[src/rtl/regfile_write_arbiter_pkg.sv]
// Shared CPU constants and the write-port grant encoding.
package regfile_write_arbiter_pkg;

  localparam int unsigned CPU_DATA_W   = 32;
  localparam int unsigned CPU_ADDR_W   = 5;
  localparam int unsigned CPU_LINK_REG = 31;

  // Which side received the write port most recently.
  typedef enum logic {
    GRANT_MEM = 1'b0,
    GRANT_ALU = 1'b1
  } grant_e;

endpackage

[src/rtl/regfile_write_arbiter_if.sv]
// Writeback bus: ALU request, load return, register-file write port and scoreboard.
interface regfile_write_arbiter_if
  import regfile_write_arbiter_pkg::*;
#(
  parameter int unsigned DATA_W = CPU_DATA_W,
  parameter int unsigned ADDR_W = CPU_ADDR_W
) ();

  localparam int unsigned NREG = 1 << ADDR_W;

  logic              ALU_VALID;
  logic              ALU_READY;
  logic [ADDR_W-1:0] ALU_ADDR;
  logic              ALU_LINK;
  logic [DATA_W-1:0] ALU_DATA;
  logic              MEM_VALID;
  logic [ADDR_W-1:0] MEM_ADDR;
  logic [DATA_W-1:0] MEM_DATA;
  logic              MEM_FULL;
  logic              WE;
  logic [ADDR_W-1:0] WADDR;
  logic [DATA_W-1:0] WDATA;
  logic [NREG-1:0]   PENDING;

  // Producers (ALU, load unit) and consumers (register file, decode).
  modport master (
    output ALU_VALID, ALU_ADDR, ALU_LINK, ALU_DATA,
    output MEM_VALID, MEM_ADDR, MEM_DATA,
    input  ALU_READY, MEM_FULL, WE, WADDR, WDATA, PENDING
  );

  // The arbiter itself.
  modport slave (
    input  ALU_VALID, ALU_ADDR, ALU_LINK, ALU_DATA,
    input  MEM_VALID, MEM_ADDR, MEM_DATA,
    output ALU_READY, MEM_FULL, WE, WADDR, WDATA, PENDING
  );

endinterface

[src/rtl/regfile_write_arbiter_wb_load_fifo.sv]
// Two-entry load-return buffer with same-cycle push/pop at any occupancy.
module wb_load_fifo
  import regfile_write_arbiter_pkg::*;
#(
  parameter int unsigned DATA_W = CPU_DATA_W,
  parameter int unsigned ADDR_W = CPU_ADDR_W
) (
  input  logic                   CLK,
  input  logic                   RESET,
  input  logic                   push_i,
  input  logic [ADDR_W-1:0]      push_addr_i,
  input  logic [DATA_W-1:0]      push_data_i,
  input  logic                   pop_i,
  output logic [ADDR_W-1:0]      head_addr_o,
  output logic [DATA_W-1:0]      head_data_o,
  output logic [1:0]             count_o,
  output logic [1:0]             ent_valid_o,
  output logic [1:0][ADDR_W-1:0] ent_addr_o
);

  logic [ADDR_W-1:0] addr_q [2];
  logic [DATA_W-1:0] data_q [2];
  logic              wr_ptr_q, wr_ptr_d;
  logic              rd_ptr_q, rd_ptr_d;
  logic [1:0]        count_q, count_d;

  // Pointer and occupancy next state; push at full is always paired with a pop
  always_comb begin
    wr_ptr_d = wr_ptr_q;
    rd_ptr_d = rd_ptr_q;
    if (push_i) wr_ptr_d = ~wr_ptr_q;
    if (pop_i)  rd_ptr_d = ~rd_ptr_q;
    count_d = count_q + 2'(push_i) - 2'(pop_i);
  end

  // Control state with synchronous reset; buffered entries are dropped
  always_ff @(posedge CLK) begin
    if (RESET) begin
      wr_ptr_q <= 1'b0;
      rd_ptr_q <= 1'b0;
      count_q  <= 2'd0;
    end else begin
      wr_ptr_q <= wr_ptr_d;
      rd_ptr_q <= rd_ptr_d;
      count_q  <= count_d;
    end
  end

  // Entry storage; contents only matter while counted as valid
  always_ff @(posedge CLK) begin
    if (push_i) begin
      addr_q[wr_ptr_q] <= push_addr_i;
      data_q[wr_ptr_q] <= push_data_i;
    end
  end

  assign head_addr_o = addr_q[rd_ptr_q];
  assign head_data_o = data_q[rd_ptr_q];
  assign count_o     = count_q;

  // An entry is live when the buffer is full, or when it is the lone head entry
  always_comb begin
    for (int i = 0; i < 2; i++) begin
      ent_valid_o[i] = (count_q == 2'd2) || ((count_q == 2'd1) && (rd_ptr_q == 1'(i)));
      ent_addr_o[i]  = addr_q[i];
    end
  end

endmodule

[src/rtl/regfile_write_arbiter.sv]
// Register-file write-port owner: ALU/load arbitration, write stage, pending scoreboard.
module regfile_write_arbiter
  import regfile_write_arbiter_pkg::*;
#(
  parameter int unsigned DATA_W   = CPU_DATA_W,
  parameter int unsigned ADDR_W   = CPU_ADDR_W,
  parameter int unsigned LINK_REG = CPU_LINK_REG
) (
  input logic                    CLK,
  input logic                    RESET,
  regfile_write_arbiter_if.slave bus
);

  localparam int unsigned NREG = 1 << ADDR_W;

  logic                   push;
  logic [ADDR_W-1:0]      head_addr;
  logic [DATA_W-1:0]      head_data;
  logic [1:0]             count;
  logic [1:0]             ent_valid;
  logic [1:0][ADDR_W-1:0] ent_addr;
  logic [ADDR_W-1:0]      alu_addr_eff;
  logic                   gnt_mem_c, gnt_alu_c;
  grant_e                 last_grant_q, last_grant_d;
  logic                   we_q, we_d;
  logic [ADDR_W-1:0]      waddr_q, waddr_d;
  logic [DATA_W-1:0]      wdata_q, wdata_d;
  logic [NREG-1:0]        pending;

  assign alu_addr_eff = bus.ALU_LINK ? ADDR_W'(LINK_REG) : bus.ALU_ADDR;
  assign push         = bus.MEM_VALID && (bus.MEM_ADDR != '0);

  wb_load_fifo #(
    .DATA_W (DATA_W),
    .ADDR_W (ADDR_W)
  ) u_fifo (
    .CLK         (CLK),
    .RESET       (RESET),
    .push_i      (push),
    .push_addr_i (bus.MEM_ADDR),
    .push_data_i (bus.MEM_DATA),
    .pop_i       (gnt_mem_c),
    .head_addr_o (head_addr),
    .head_data_o (head_data),
    .count_o     (count),
    .ent_valid_o (ent_valid),
    .ent_addr_o  (ent_addr)
  );

  // Grant: a full buffer always drains (no overflow); ties alternate on last grant
  always_comb begin
    gnt_mem_c = 1'b0;
    gnt_alu_c = 1'b0;
    if (count == 2'd2) begin
      gnt_mem_c = 1'b1;
    end else if ((count != 2'd0) && bus.ALU_VALID) begin
      if (last_grant_q == GRANT_MEM) gnt_alu_c = 1'b1;
      else                           gnt_mem_c = 1'b1;
    end else if (count != 2'd0) begin
      gnt_mem_c = 1'b1;
    end else if (bus.ALU_VALID) begin
      gnt_alu_c = 1'b1;
    end
  end

  // Write-stage next state; an ALU write to r0 is accepted but not performed
  always_comb begin
    we_d         = 1'b0;
    waddr_d      = waddr_q;
    wdata_d      = wdata_q;
    last_grant_d = last_grant_q;
    if (gnt_mem_c) begin
      we_d         = 1'b1;
      waddr_d      = head_addr;
      wdata_d      = head_data;
      last_grant_d = GRANT_MEM;
    end else if (gnt_alu_c) begin
      last_grant_d = GRANT_ALU;
      if (alu_addr_eff != '0) begin
        we_d    = 1'b1;
        waddr_d = alu_addr_eff;
        wdata_d = bus.ALU_DATA;
      end
    end
  end

  // Write stage and round-robin state
  always_ff @(posedge CLK) begin
    if (RESET) begin
      we_q         <= 1'b0;
      waddr_q      <= '0;
      wdata_q      <= '0;
      last_grant_q <= GRANT_MEM;
    end else begin
      we_q         <= we_d;
      waddr_q      <= waddr_d;
      wdata_q      <= wdata_d;
      last_grant_q <= last_grant_d;
    end
  end

  // Pending-write scoreboard over buffered loads and the active write stage
  always_comb begin
    pending = '0;
    for (int i = 0; i < 2; i++) begin
      if (ent_valid[i]) pending[ent_addr[i]] = 1'b1;
    end
    if (we_q) pending[waddr_q] = 1'b1;
    pending[0] = 1'b0;
  end

  assign bus.ALU_READY = gnt_alu_c;
  assign bus.MEM_FULL  = (count == 2'd2);
  assign bus.WE        = we_q;
  assign bus.WADDR     = waddr_q;
  assign bus.WDATA     = wdata_q;
  assign bus.PENDING   = pending;

endmodule

[src/flat_wrapper.sv]
// flat-port wrapper written by rule: the top's interface ports become plain ports
module regfile_write_arbiter_flat import regfile_write_arbiter_pkg::*;
#(
  parameter int unsigned DATA_W   = CPU_DATA_W,
  parameter int unsigned ADDR_W   = CPU_ADDR_W,
  parameter int unsigned LINK_REG = CPU_LINK_REG
)
  (CLK, RESET, bus_ALU_VALID, bus_ALU_ADDR, bus_ALU_LINK, bus_ALU_DATA, bus_MEM_VALID, bus_MEM_ADDR, bus_MEM_DATA, bus_ALU_READY, bus_MEM_FULL, bus_WE, bus_WADDR, bus_WDATA, bus_PENDING);
  regfile_write_arbiter_if #(.DATA_W(DATA_W), .ADDR_W(ADDR_W)) bus_i ();
  input logic CLK;
  input logic RESET;
  input wire logic [$bits(bus_i.ALU_VALID)-1:0] bus_ALU_VALID;
  input wire logic [$bits(bus_i.ALU_ADDR)-1:0] bus_ALU_ADDR;
  input wire logic [$bits(bus_i.ALU_LINK)-1:0] bus_ALU_LINK;
  input wire logic [$bits(bus_i.ALU_DATA)-1:0] bus_ALU_DATA;
  input wire logic [$bits(bus_i.MEM_VALID)-1:0] bus_MEM_VALID;
  input wire logic [$bits(bus_i.MEM_ADDR)-1:0] bus_MEM_ADDR;
  input wire logic [$bits(bus_i.MEM_DATA)-1:0] bus_MEM_DATA;
  output wire logic [$bits(bus_i.ALU_READY)-1:0] bus_ALU_READY;
  output wire logic [$bits(bus_i.MEM_FULL)-1:0] bus_MEM_FULL;
  output wire logic [$bits(bus_i.WE)-1:0] bus_WE;
  output wire logic [$bits(bus_i.WADDR)-1:0] bus_WADDR;
  output wire logic [$bits(bus_i.WDATA)-1:0] bus_WDATA;
  output wire logic [$bits(bus_i.PENDING)-1:0] bus_PENDING;
  assign bus_i.ALU_VALID = bus_ALU_VALID;
  assign bus_i.ALU_ADDR = bus_ALU_ADDR;
  assign bus_i.ALU_LINK = bus_ALU_LINK;
  assign bus_i.ALU_DATA = bus_ALU_DATA;
  assign bus_i.MEM_VALID = bus_MEM_VALID;
  assign bus_i.MEM_ADDR = bus_MEM_ADDR;
  assign bus_i.MEM_DATA = bus_MEM_DATA;
  assign bus_ALU_READY = bus_i.ALU_READY;
  assign bus_MEM_FULL = bus_i.MEM_FULL;
  assign bus_WE = bus_i.WE;
  assign bus_WADDR = bus_i.WADDR;
  assign bus_WDATA = bus_i.WDATA;
  assign bus_PENDING = bus_i.PENDING;
  regfile_write_arbiter #(.DATA_W(DATA_W), .ADDR_W(ADDR_W), .LINK_REG(LINK_REG)) u_core (.CLK(CLK), .RESET(RESET), .bus(bus_i));
endmodule
[config.mk]
export PLATFORM = sky130hd
export DESIGN_NAME = regfile_write_arbiter_flat
export DESIGN_NICKNAME = d
export VERILOG_FILES = /design/src/rtl/regfile_write_arbiter_pkg.sv /design/src/rtl/regfile_write_arbiter_if.sv /design/src/rtl/regfile_write_arbiter_wb_load_fifo.sv /design/src/rtl/regfile_write_arbiter.sv /design/src/flat_wrapper.sv
export SDC_FILE = /design/constraint.sdc
export NUM_CORES = 1
export LEC_CHECK = 0
export ABC_AREA = 0
export CAP_MARGIN = 20
export CORE_AREA = 5 5 140 102
export DETAILED_ROUTE_END_ITERATION = 7
export DIE_AREA = 0 0 145 107
export PLACE_DENSITY = 0.85
export SETUP_SLACK_MARGIN = 0.1
export SKIP_CTS_REPAIR_TIMING = 1
export SLEW_MARGIN = 20
export SYNTH_ARGS = -nofsm -noshare
export SYNTH_HDL_FRONTEND = slang
export SYNTH_HIERARCHICAL = 1
export SYNTH_SLANG_ARGS = --single-unit
[constraint.sdc]
create_clock -name CLK -period 3 [get_ports CLK]
set_input_delay 0.6 -clock CLK [delete_from_list [all_inputs] [get_ports CLK]]
set_output_delay 0.6 -clock CLK [all_outputs]
set_load 0.1 [all_outputs]
Word level (Yosys, flattened, before mapping)
Memory sizes are Yosys's and may differ from the RTL's. A register that Yosys moved wholly into a read port is not among the register bits.
Index checks and enable logic that the tools add are counted.
{ "classes": {"addsub": 2, "n_lt_le_gt_ge": 6, "bitwise_logic": 4, "n_reduce_logical": 16, "n_mux": 34, "eq_ne": 2} }
{ "op_table": {"columns": ["operator", "n"], "rows": [
  ["$mux 32", 6],
  ["$or 32x32->32", 2],
  ["$mux 1", 21],
  ["$mux 5", 4],
  ["$lt 5x6->1 const B", 3],
  ["$demux 1 s5", 3],
  ["$ge 5x1->1 const B", 3],
  ["$reduce_bool 5->1", 2],
  ["$logic_and 1x1->1", 7],
  ["$reduce_bool 2->1", 3],
  ["$add 2x1->2", 1],
  ["$eq 2x1->1 const B", 1],
  ["$eq 2x2->1 const B", 1],
  ["$logic_or 1x1->1", 2],
  ["$not 1->1", 2],
  ["$reduce_and 2->1", 1],
  ["$reduce_or 2->1", 1],
  ["$sub 2x1->2", 1]
]} }
{ "totals": {"inputBits": 79, "ff_bits": 43, "mem_count": 2, "output_inout_bits": 72, "elab_cells": 73, "mem_bits_rw": 74} }
{ "mem_list": {"columns": ["name", "depth", "width", "read_ports", "rd_clocked_by_memory_dff", "write_ports", "line", "source"], "rows": [
  ["u_core.u_fifo.data_q", 2, 32, 1, 1, 1, "regfile_write_arbiter_wb_load_fifo.sv:22", "logic [DATA_W-1:0] data_q [2];"],
  ["u_core.u_fifo.addr_q", 2, 5, 3, 1, 1, "regfile_write_arbiter_wb_load_fifo.sv:21", "logic [ADDR_W-1:0] addr_q [2];"]
]} }

Logic depth before layout (Yosys ltp)
An unclocked memory read counts as a cell.
{ "depth": {"depth_word": 10, "ltp_mapped": 9, "mapped_depth_nobuf": 8} }

By module
The synthesis kept the hierarchy.
{ "by_module_without_submodules": {"columns": ["mod", "cells_per_inst", "instances", "area_per_inst_um2", "seq_area_each_um2"], "rows": [
  ["wb_load_fifo", 139, 1, 3055.4, 2322.2],
  ["regfile_write_arbiter", 299, 1, 2474.9, 780.7]
]} }

Worst setup path after synthesis
OpenSTA, ideal clock, no wires.
{ "synth_path": {"path_kind": "in2reg", "start": "in bus_MEM_ADDR[3]", "end": "mem u_core/u_fifo/addr_q[0][0] in the netlist's numbering, enable pin", "stages": 3, "arrival_ns": 2.543, "setup_ns": 0.436, "required_ns": 2.564, "n_path_buf": 0, "slack_ns": 0.021, "path_cell_list": "or4_1 > o21a_1 > nor2b_1"} }
{ "synth_via": {"elab_chain_cells": 4} }
{ "synth_rtl": {"columns": ["item", "line", "source"], "rows": [
  ["start: declaration", "flat_wrapper.sv:17", "input wire logic [$bits(bus_i.MEM_ADDR)-1:0] bus_MEM_ADDR;"],
  ["$reduce_bool 5->1", "regfile_write_arbiter.sv:31", "assign push = bus.MEM_VALID && (bus.MEM_ADDR != '0);"],
  ["$logic_and 1x1->1", "regfile_write_arbiter.sv:31", null],
  ["via u_core.push", "regfile_write_arbiter.sv:16", "logic push;"],
  ["$mux 1", "regfile_write_arbiter_wb_load_fifo.sv:51", "if (push_i) begin"],
  ["$mux 1 (not written as such)", "regfile_write_arbiter_wb_load_fifo.sv:52", "addr_q[wr_ptr_q] <= push_addr_i;"],
  ["end: declaration", "regfile_write_arbiter_wb_load_fifo.sv:21", null]
]} }
The timed path passes the listed nets, and every way through them passes these cells.

Worst setup path in the final report
{ "layout_path": {"start": "reg u_core.u_fifo.count_q[1], in the netlist u_core/u_fifo/count_o[1]", "end": "out bus_PENDING[19]"} }
{ "layout_via": {"elab_cells_between_ends": 11, "cone_classes": "eq/ne: 2; mux: 3; bitwise: 2; reduce/logical: 4"} }
{ "layout_lines": {"columns": ["item", "line", "source"], "rows": [
  ["start: declaration", "regfile_write_arbiter_wb_load_fifo.sv:25", "logic [1:0] count_q, count_d;"],
  ["start signal: assignment", "regfile_write_arbiter_wb_load_fifo.sv:45", "count_q <= count_d;"],
  ["$eq 2x1->1", "regfile_write_arbiter_wb_load_fifo.sv:64", "ent_valid_o[i] = (count_q == 2'd2) || ((count_q == 2'd1) && (rd_ptr_q == 1'(i)));"],
  ["$logic_and 1x1->1", "regfile_write_arbiter_wb_load_fifo.sv:64", null],
  ["$logic_or 1x1->1 (*)", "regfile_write_arbiter_wb_load_fifo.sv:64", null],
  ["via u_core.ent_valid[1]", "regfile_write_arbiter.sv:20", "logic [1:0] ent_valid;"],
  ["$mux 32 (*)", "regfile_write_arbiter.sv:106", "if (ent_valid[i]) pending[ent_addr[i]] = 1'b1;"],
  ["$or 32x32->32 (no line)", null, null],
  ["$mux 32 (*)", "regfile_write_arbiter.sv:108", "if (we_q) pending[waddr_q] = 1'b1;"],
  ["end: declaration", "flat_wrapper.sv:24", "output wire logic [$bits(bus_i.PENDING)-1:0] bus_PENDING;"]
]} }
Mark *: on every way through the listed nets, which the timed path passes. The rest lies on a longest branch.

==> results.tsv <==
metric	value	unit
Slew headroom	37.02	%
Syn Nets	519	
Final Skew	11.51	ps
CP arrival	2200	ps
initial antenna violation count	0	
count of cell types in the netlist	39	
average wire per cell in the routed design	19.43	µm
critical path class	reg2out	
crit start category	flip-flop	
Skew-Pair Late Insertion Delay	400	ps
boundary pin count	151	
commonest non-fill, non-tap cell in the layout	clkdlybuf4s50_1	
multi-input logic area	0.002225	mm²
setup_tns	0	ps
Slowest cell on crit path	dfxtp_1	
post-route ant nets	0	
routed via count	4173	
final hold violations	0	
Layout fillers	994	
number of I/O port buffers	149	
die width	145	µm
Mapped Avg Cell Area	12.63	µm²
RSZ-0062 raised after global routing	false	
htree depth	4	
final worst setup slack	202.0	ps
drt pass-1 iters	5	
vias in the first global route	4319	
CORE AREA	0.01283	mm²
Min Clock Period, post-route	2798	ps
Crit path max-delay family	compound AO/OA/AOI/OAI gates	
netlist area before placement	0.005530	mm²
LEAKAGE	3.233	nW
worst-margin pin slew	944.7	ps
Setup crit end kind	output port	
Tcrit/Tclk final	93.27	%
EDFF count, synth	74	
post-synthesis sequential area ratio	56.11	%
first-pass GRT wire length	23410	µm
YS warnings	6	
Post-synth top flop	edfxtp_1	
Setup-failing EPs final	0	
post-placement setup slack	203.1	ps
CTS sink cnt	118	
Die ar.	0.01552	mm²
Die Y	107	µm
CTS tree	done	
Starting DRT DRC Count	315	
RePlAce Congestion	0.8842	
FP Rows	35	
CP max FO	8	
Crit. Startpoint	u_core/u_fifo/count_o[1]	
Root Driver	clkbuf_16	
fin nets	673	
DP Wirelength	10620	µm
GR Util All Layers	19.13	%
Vias/cell	5.412	
status	complete, no violations	
Post-Route WL	14980	µm
worst path buffer plus inverter count	2	
Initial Util	43.10	%
Power Density	968.7	mW/mm²
Yosys reg bits	118	
reg2reg start	u_core/u_fifo/count_o[1]	
max cap viols	0	
Hold Startpoint	u_core/last_grant_q	
Clock Path Buffers	2	
synthesized instance count	438	
largest net degree at the start of global routing	38	
layout cells sized above 1	28.26	%
Max Slew Vio Count	0	
most frequent cells in the layout	clkdlybuf4s50_1 (78), edfxtp_1 (74), nand2_1 (63)	
Hold Path Class	reg2reg	
Max Freq	0.3574	GHz
Reg area	0.003110	mm²
crit-path max cell delay	410	ps
n_diodes	0	
Post-route DRC	0	
maximum vdd drop	0.0006235	V
Worst EP required	2400	ps
TritonCTS buffer count	17	
CP cell instances	nand2b_1 > o21ai_0 > and3_2 > a222oi_1 > inv_1 > buf_12	
Congestion Overflow GR	0	
CTS clk-pin slew, worst paths	60	ps
FFs w/ async S/R, synth	0	%
synthesis-to-finish area growth	45.61	%
## report_power, final
group | total [mW] | switching (mW) | internal, mW
clock | 2.16 | 0.737 | 1.42
sequential | 2.28 | 0.262 | 2.02
combinational | 3.36 | 2.36 | 0.994
## final cells by class
| class | instances | share of cell area (%) |
|---|---|---|
| multi-input combinational | 283 | 27.63 |
| clock inverter | 13 | 2.408 |
| sequential | 118 | 38.63 |
| timing repair buffer | 163 | 22.84 |
| inverter | 9 | 0.4195 |
| clock buffer | 19 | 5.500 |
| tap | 166 | 2.579 |
## synth_stat cells, types with 4 or more instances
cell	count	area [µm²]
and3b_1	10	87.58
a22oi_1	27	202.7
mux2_2	7	78.83
clkbuf_1	18	67.56
o2bb2ai_1	32	280.3
nor2_1	15	56.30
o21ai_0	4	20.02
and3_1	6	37.54
mux2i_1	32	320.3
nand2b_1	4	25.02
mux2_4	30	450.4
nor3b_1	12	90.09
edfxtp_1	74	2222
a21oi_1	4	20.02
inv_1	9	33.78
dfxtp_1	44	880.8
nand2_1	65	244.0
a222oi_1	4	40.04
buf_6	5	56.30
## through the flow
step	instances	area [µm²]	hold WS (ps)	power [mW]	utilization (%)
5_1_grt	771	8053	540.4	8.112	62.76
4_1_cts	769	8011	472.9	7.849	62.44
6_report	771	8053	469.5	7.800	62.76
2_1_floorplan	438	5543	440.3	4.812	-
3_5_place_dp	737	7375	460.5	5.648	57.47
3_3_place_gp	737	7375	452.5	5.588	57.47
## sequential cells by signal (all words and copies together) (netlist names), named ones only
register	cells
u_core/bus.WDATA	32
u_core/u_fifo/addr_q	10
u_core/u_fifo/rd_ptr_q	1
u_core/u_fifo/count_o	2
u_core/bus.WE	1
u_core/u_fifo/wr_ptr_q	1
u_core/bus.WADDR	5
u_core/u_fifo/data_q	64
u_core/last_grant_q	1
## cell families after synthesis
group           count (synthesis)  share of synthesized area, %
fa+ha+maj                       2                        0.4524
other cells                     1                       0.06781
xor+xnor                        3                        0.7240
compound gates                 80                         11.49
simple gates                  128                         11.63
flops                         118                         56.11
buf+inv                        37                         4.163
mux                            69                         15.36
## worst register-to-register path, stage by stage (launching register included)
cell	delay (ps)
dfxtp_1	410
nor2_1	70
a31o_2	310
inv_1	180
ha_1	250
inv_1	60
ha_1	140
xnor3_1	410
nor2_1	100
## final timing paths
check        slack [ps]  depth (start not counted)                  endpoint
max                 200                          6           bus_PENDING[19]
min                 470                          2       u_core/last_grant_q
max reg2reg         990                          8  u_core/u_fifo/count_o[1]
min reg2reg         470                          2       u_core/last_grant_q
## per-layer routing
metal,track usage (%),vias up,part of all wire [%],wire length (µm)
met5,0,-,0,0
met4,5.376,0,0.75,113
met1,24.36,2021,43,6463
met3,6.210,12,7.1,1065
met2,31.41,173,49,7341
li1,-,1967,-,-
Note: power is estimated with default switching activity, not from simulation.
